<file path="config.mk">
export PLATFORM = sky130hd
export DESIGN_NAME = apb_master_flat
export DESIGN_NICKNAME = d
export VERILOG_FILES = /design/src/rtl/apb_master_if.sv /design/src/rtl/apb_master.sv /design/src/flat_wrapper.sv
export SDC_FILE = /design/constraint.sdc
export NUM_CORES = 1
export LEC_CHECK = 0
export ABC_AREA = 1
export CAP_MARGIN = 20
export CORE_UTILIZATION = 42
export DETAILED_ROUTE_END_ITERATION = 7
export PLACE_DENSITY = 0.8
export SYNTH_ARGS = -nofsm -noshare
export SYNTH_HDL_FRONTEND = slang
export SYNTH_SLANG_ARGS = --single-unit
</file>
<file path="constraint.sdc">
create_clock -name pclk -period 1.69 [get_ports pclk]
set_input_delay 0.338 -clock pclk [delete_from_list [all_inputs] [get_ports pclk]]
set_output_delay 0.338 -clock pclk [all_outputs]
set_load 0.05 [all_outputs]
</file>
<file path="src/rtl/apb_master_if.sv">
// rtl/apb_master_if.sv - command, response and APB signal bundle for apb_master
interface apb_master_if;
  logic        cmd_valid;
  logic        cmd_ready;
  logic        cmd_write;
  logic [31:0] cmd_addr;
  logic [31:0] cmd_wdata;
  logic        rsp_valid;
  logic        rsp_ready;
  logic [31:0] rsp_rdata;
  logic        rsp_err;
  logic        rsp_timeout;
  logic [31:0] paddr;
  logic [31:0] pwdata;
  logic        psel;
  logic        penable;
  logic        pwrite;
  logic        pready;
  logic        pslverr;
  logic [31:0] prdata;

  modport master (
    input  cmd_valid, cmd_write, cmd_addr, cmd_wdata, rsp_ready,
           pready, pslverr, prdata,
    output cmd_ready, rsp_valid, rsp_rdata, rsp_err, rsp_timeout,
           paddr, pwdata, psel, penable, pwrite
  );

  modport slave (
    output cmd_valid, cmd_write, cmd_addr, cmd_wdata, rsp_ready,
           pready, pslverr, prdata,
    input  cmd_ready, rsp_valid, rsp_rdata, rsp_err, rsp_timeout,
           paddr, pwdata, psel, penable, pwrite
  );
endinterface

</file>
<file path="src/rtl/apb_master.sv">
// rtl/apb_master.sv - single-outstanding APB requester with wait-state timeout
module apb_master #(
  parameter int unsigned TIMEOUT = 16
) (
  input  logic         pclk,
  input  logic         presetn,
  apb_master_if.master bus
);

  typedef enum logic [1:0] {S_IDLE, S_SETUP, S_ACCESS, S_RESP} state_t;

  // Abort fires at the edge that would bring the wait count up to TIMEOUT.
  localparam logic [7:0] LP_LAST_WAIT = 8'(TIMEOUT - 1);

  state_t      r_state, w_state_nxt;
  logic        r_cmd_ready, w_cmd_ready_nxt;
  logic        r_psel, w_psel_nxt;
  logic        r_penable, w_penable_nxt;
  logic        r_pwrite, w_pwrite_nxt;
  logic [31:0] r_paddr, w_paddr_nxt;
  logic [31:0] r_pwdata, w_pwdata_nxt;
  logic        r_rsp_valid, w_rsp_valid_nxt;
  logic [31:0] r_rsp_rdata, w_rsp_rdata_nxt;
  logic        r_rsp_err, w_rsp_err_nxt;
  logic        r_rsp_timeout, w_rsp_timeout_nxt;
  logic [7:0]  r_cnt, w_cnt_nxt;

  always_ff @(posedge pclk or negedge presetn) begin
    if (!presetn) begin
      r_state       <= S_IDLE;
      r_cmd_ready   <= 1'b0;
      r_psel        <= 1'b0;
      r_penable     <= 1'b0;
      r_pwrite      <= 1'b0;
      r_paddr       <= '0;
      r_pwdata      <= '0;
      r_rsp_valid   <= 1'b0;
      r_rsp_rdata   <= '0;
      r_rsp_err     <= 1'b0;
      r_rsp_timeout <= 1'b0;
      r_cnt         <= '0;
    end else begin
      r_state       <= w_state_nxt;
      r_cmd_ready   <= w_cmd_ready_nxt;
      r_psel        <= w_psel_nxt;
      r_penable     <= w_penable_nxt;
      r_pwrite      <= w_pwrite_nxt;
      r_paddr       <= w_paddr_nxt;
      r_pwdata      <= w_pwdata_nxt;
      r_rsp_valid   <= w_rsp_valid_nxt;
      r_rsp_rdata   <= w_rsp_rdata_nxt;
      r_rsp_err     <= w_rsp_err_nxt;
      r_rsp_timeout <= w_rsp_timeout_nxt;
      r_cnt         <= w_cnt_nxt;
    end
  end

  always_comb begin
    w_state_nxt       = r_state;
    w_cmd_ready_nxt   = r_cmd_ready;
    w_psel_nxt        = r_psel;
    w_penable_nxt     = r_penable;
    w_pwrite_nxt      = r_pwrite;
    w_paddr_nxt       = r_paddr;
    w_pwdata_nxt      = r_pwdata;
    w_rsp_valid_nxt   = r_rsp_valid;
    w_rsp_rdata_nxt   = r_rsp_rdata;
    w_rsp_err_nxt     = r_rsp_err;
    w_rsp_timeout_nxt = r_rsp_timeout;
    w_cnt_nxt         = r_cnt;

    case (r_state)
      S_IDLE: begin
        w_cmd_ready_nxt = 1'b1;
        if (r_cmd_ready && bus.cmd_valid) begin
          w_cmd_ready_nxt = 1'b0;
          w_paddr_nxt     = bus.cmd_addr;
          w_pwdata_nxt    = bus.cmd_wdata;
          w_pwrite_nxt    = bus.cmd_write;
          w_psel_nxt      = 1'b1;
          w_state_nxt     = S_SETUP;
        end
      end
      S_SETUP: begin
        w_penable_nxt = 1'b1;
        w_cnt_nxt     = '0;
        w_state_nxt   = S_ACCESS;
      end
      S_ACCESS: begin
        // pready is checked first so a late ready still completes normally.
        if (bus.pready) begin
          w_psel_nxt        = 1'b0;
          w_penable_nxt     = 1'b0;
          w_rsp_rdata_nxt   = r_pwrite ? 32'h0 : bus.prdata;
          w_rsp_err_nxt     = bus.pslverr;
          w_rsp_timeout_nxt = 1'b0;
          w_rsp_valid_nxt   = 1'b1;
          w_state_nxt       = S_RESP;
        end else begin
          w_cnt_nxt = r_cnt + 8'd1;
          if (r_cnt == LP_LAST_WAIT) begin
            w_psel_nxt        = 1'b0;
            w_penable_nxt     = 1'b0;
            w_rsp_rdata_nxt   = 32'h0;
            w_rsp_err_nxt     = 1'b1;
            w_rsp_timeout_nxt = 1'b1;
            w_rsp_valid_nxt   = 1'b1;
            w_state_nxt       = S_RESP;
          end
        end
      end
      S_RESP: begin
        if (bus.rsp_ready) begin
          w_rsp_valid_nxt = 1'b0;
          w_cmd_ready_nxt = 1'b1;
          w_state_nxt     = S_IDLE;
        end
      end
      default: w_state_nxt = S_IDLE;
    endcase
  end

  assign bus.cmd_ready   = r_cmd_ready;
  assign bus.psel        = r_psel;
  assign bus.penable     = r_penable;
  assign bus.pwrite      = r_pwrite;
  assign bus.paddr       = r_paddr;
  assign bus.pwdata      = r_pwdata;
  assign bus.rsp_valid   = r_rsp_valid;
  assign bus.rsp_rdata   = r_rsp_rdata;
  assign bus.rsp_err     = r_rsp_err;
  assign bus.rsp_timeout = r_rsp_timeout;

endmodule

</file>
<file path="src/flat_wrapper.sv">
// flat-port wrapper written by rule: the top's interface ports become plain ports
module apb_master_flat 
#(
  parameter int unsigned TIMEOUT = 16
)
  (pclk, presetn, bus_cmd_valid, bus_cmd_write, bus_cmd_addr, bus_cmd_wdata, bus_rsp_ready, bus_pready, bus_pslverr, bus_prdata, bus_cmd_ready, bus_rsp_valid, bus_rsp_rdata, bus_rsp_err, bus_rsp_timeout, bus_paddr, bus_pwdata, bus_psel, bus_penable, bus_pwrite);
  apb_master_if bus_i ();
  input  logic pclk;
  input  logic presetn;
  input wire logic [$bits(bus_i.cmd_valid)-1:0] bus_cmd_valid;
  input wire logic [$bits(bus_i.cmd_write)-1:0] bus_cmd_write;
  input wire logic [$bits(bus_i.cmd_addr)-1:0] bus_cmd_addr;
  input wire logic [$bits(bus_i.cmd_wdata)-1:0] bus_cmd_wdata;
  input wire logic [$bits(bus_i.rsp_ready)-1:0] bus_rsp_ready;
  input wire logic [$bits(bus_i.pready)-1:0] bus_pready;
  input wire logic [$bits(bus_i.pslverr)-1:0] bus_pslverr;
  input wire logic [$bits(bus_i.prdata)-1:0] bus_prdata;
  output wire logic [$bits(bus_i.cmd_ready)-1:0] bus_cmd_ready;
  output wire logic [$bits(bus_i.rsp_valid)-1:0] bus_rsp_valid;
  output wire logic [$bits(bus_i.rsp_rdata)-1:0] bus_rsp_rdata;
  output wire logic [$bits(bus_i.rsp_err)-1:0] bus_rsp_err;
  output wire logic [$bits(bus_i.rsp_timeout)-1:0] bus_rsp_timeout;
  output wire logic [$bits(bus_i.paddr)-1:0] bus_paddr;
  output wire logic [$bits(bus_i.pwdata)-1:0] bus_pwdata;
  output wire logic [$bits(bus_i.psel)-1:0] bus_psel;
  output wire logic [$bits(bus_i.penable)-1:0] bus_penable;
  output wire logic [$bits(bus_i.pwrite)-1:0] bus_pwrite;
  assign bus_i.cmd_valid = bus_cmd_valid;
  assign bus_i.cmd_write = bus_cmd_write;
  assign bus_i.cmd_addr = bus_cmd_addr;
  assign bus_i.cmd_wdata = bus_cmd_wdata;
  assign bus_i.rsp_ready = bus_rsp_ready;
  assign bus_i.pready = bus_pready;
  assign bus_i.pslverr = bus_pslverr;
  assign bus_i.prdata = bus_prdata;
  assign bus_cmd_ready = bus_i.cmd_ready;
  assign bus_rsp_valid = bus_i.rsp_valid;
  assign bus_rsp_rdata = bus_i.rsp_rdata;
  assign bus_rsp_err = bus_i.rsp_err;
  assign bus_rsp_timeout = bus_i.rsp_timeout;
  assign bus_paddr = bus_i.paddr;
  assign bus_pwdata = bus_i.pwdata;
  assign bus_psel = bus_i.psel;
  assign bus_penable = bus_i.penable;
  assign bus_pwrite = bus_i.pwrite;
  apb_master #(.TIMEOUT(TIMEOUT)) u_core (.pclk(pclk), .presetn(presetn), .bus(bus_i));
endmodule
</file>
==> results.toml <==
[grt]
grt.total_usage = 0.223
grt_pass1_vias = 4157
overflow = 0
grt_pass1_wl_um = 19600
antenna_found_initial = 0
grt_max_degree = 69

[synthesis]
synth_simple_gate_area_frac = 0.272
ys_ff_latch = 113
synth_area_per_cell_um2 = 8.84
synth_edf_count = 0
async_reset_ff_frac = 1.00
yosysMostFrequentCell = "nand2_1"
synthAdderAreaFrac = 0.0135
synth_xor_area_frac = 0
ys_seq_area_frac = 0.611
netlist_top_cells_count = "nand2_1 (256), dfrtp_1 (113), nand3_1 (42), o21ai_0 (24), o21ai_1 (16)"
ys.flop_type = "dfrtp_1"
synth_top_area_cell = "dfrtp_1"
syn-num-nets = 631
synth_cell_types = 22
ys_warn_count = 0
synth_top_area_share = 0.611
netlist_instances = 523
synth_mux_area_frac = 0
synth_top_family_by_area = "simple AND/OR/NAND/NOR gates"
synth_compound_area_frac = 0.0584
synthTopCellsByArea = "dfrtp_1 (61%), nand2_1 (21%), nand3_1 (4.5%)"
syn-cell-area_um2 = 4620

[floorplan]
die_w_um = 107
ioPinCount = 206
core_area_um2 = 10500
initial_utilization = 0.440
std_cell_rows = 37
die_area_um2 = 11400
die_y_um = 107

[sta]
worst_pin_slew_ps = 378
final.min_clock_period_ps = 1530
relSlewSlack = 0.748
setup-violations-final = 0
tns_ps = 0
hold_viol_final = 0
worst_hold_slack_ps = 299
finClkSkew_ps = 18.0
rsz0062_at_grt = "false"
clock.fmax_mhz = 653
maxSlewViolCount = 0
post-route-period-util = 0.906

[critical_path]
startpoint = "u_core.r_state[0]"
criticalPathCategory = "reg -> reg"
cp_data_arrival_time_ps = 1940
startpoint_type = "flip-flop"
critPathRequiredTime_ps = 2100
rr_startpoint = "u_core.r_state[0]"
r2r_setup_slack_ps = 160
crit_fanout = 68
cp-end-kind = "flip-flop"
critPathCapture = "u_core.bus.rsp_rdata[12]"
r2r-end = "u_core.bus.rsp_rdata[12]"
reg2regPathDepth = 7

[drt]
wl_per_cell_um = 13.8
drtIter0Drc = 301
dr_total_vias = 4245
drc = 0
drt-pass1-iter-count = 5
wl_um = 12100
vias_per_cell = 4.82
antenna_left = 0

[finish]
fillers = 792
fin_cells = 881
final_area_um2 = 7220
area_delta_synth_final_pct = 56.2
final-seq-area_um2 = 2830
nets = 840
multi_input_area_um2 = 1600
drive_above_1_share = 0.212
antenna-diode-count = 0

[flow_run]
drv_cap = 0

[clocking]
cts.sinks = 113
root_buffer = "clkbuf_8"
htreeDepth = 4
ctsLongestPathBuffers = 2
clk_pin_slew_worst_paths_ps = 50
cts_tree = "yes"
cts_setup_buffers = 0
cts_buffers = 17
insertion_delay_ps = 510

[power_and_ir_drop]
powerDensity_nw_per_um2 = 2400
power.total_uw = 17300
p_leak_uw = 0.00368
vdd_drop_max_v = 0.00120

[placed_design]
globalplace.congestion = 0.821
dpl.cell_count = 848
hpwl_um = 8580
place.port_buffers = 205
place_area_um2 = 6580

[run_status]
status = "finished, final reports clean"

[worst_hold_path]
hold_path_class = "in -> async"
-- registers in the layout, indices dropped and copies added (netlist names) --
register                flops
u_core.bus.rsp_timeout      1
u_core.r_state              2
u_core.bus.pwrite           1
u_core.r_cnt                8
u_core.bus.rsp_rdata       32
u_core.bus.paddr           32
u_core.bus.rsp_err          1
u_core.bus.cmd_ready        1
u_core.bus.penable          1
u_core.bus.psel             1
u_core.bus.pwdata          32
u_core.bus.rsp_valid        1
-- final cells by class --
class / instances / share of cell area
Inverter: 13 / 0.00676
Clock inverter: 9 / 0.0210
Sequential cell: 113 / 0.392
Timing Repair Buffer: 218 / 0.269
Tap cell: 136 / 0.0236
Clock buffer: 23 / 0.0660
Multi-Input combinational cell: 369 / 0.222
-- through the flow --
stage	util	setup slack [ps]
2_1_floorplan	-	150
3_3_place_gp	0.626	67.6
3_5_place_dp	0.626	35.9
4_1_cts	0.687	103
5_1_grt	0.687	3.37
6_report	0.687	159
-- per-layer routing --
metal	global-route usage	wire [µm]
met5	0	0
met1	0.269	4960
met4	0.107	282
met3	0.0663	823
met2	0.366	6070
-- report_power, final --
part / internal, µW / total (µW) / switching, µW
registers: 3960 / 4680 / 718
logic: 2570 / 8920 / 6350
clock network: 2550 / 3710 / 1170
-- cells in the final DEF (no fill, tap or decap) --
cell               n
a21oi_1            3
buf_12             4
buf_4            111
buf_6              1
bufinv_16          4
clkbuf_1           2
clkbuf_16         16
clkbuf_8           5
clkdlybuf4s50_1  101
clkinv_2           3
clkinvlp_4         1
dfrtp_1          113
dlygate4sd3_1      1
ha_1               4
ha_2               1
inv_1             11
inv_2              2
inv_6              1
nand2_1          256
nand2_2            1
nand3_1           42
nand3_2            1
nand3b_1           1
nand4_1            3
nor2_1             8
nor2_4             1
nor3_1             1
o21ai_0           23
o21ai_1           17
o21ai_2            5
o21bai_2           1
or2_0              1
-- timing repair --
action / CTS / global route
endpoints found under the hold margin: 23 / 0
hold buffers: 1 / 0
resized for setup: 0 / 3
endpoints found under the setup margin: 0 / 26
-- worst max-delay path, cell delays in order, from the launching register on --
cell and delay, ps:
dfrtp_1 400, inv_1 90, ha_1 230, buf_4 160
nand2_2 80, buf_12 250, nand2_1 100, o21ai_1 100
-- logic make-up after synthesis --
group / count (synthesis)
adder cells (fa/ha/maj): 5
buffers and inverters: 41
AND/OR/NAND/NOR: 315
AO/OA/AOI/OAI: 49
flip-flops: 113
-- how the worst min path moves through the flow --
| stage | to | slack [ps] | cells after the start |
|---|---|---|---|
| 6_report | u_core.bus.rsp_rdata[19] | 300 | 2 |
| 5_1_grt | u_core.bus.rsp_rdata[19] | 310 | 2 |
| 4_1_cts | u_core.bus.rsp_rdata[19] | 280 | 2 |
| 3_5_place_dp | u_core.bus.rsp_rdata[19] | 290 | 1 |
| 3_3_place_gp | u_core.bus.rsp_rdata[19] | 290 | 1 |
| 2_1_floorplan | u_core.bus.cmd_ready | 40 | 0 |
No activity file was read; power rests on OpenSTA's default activity.
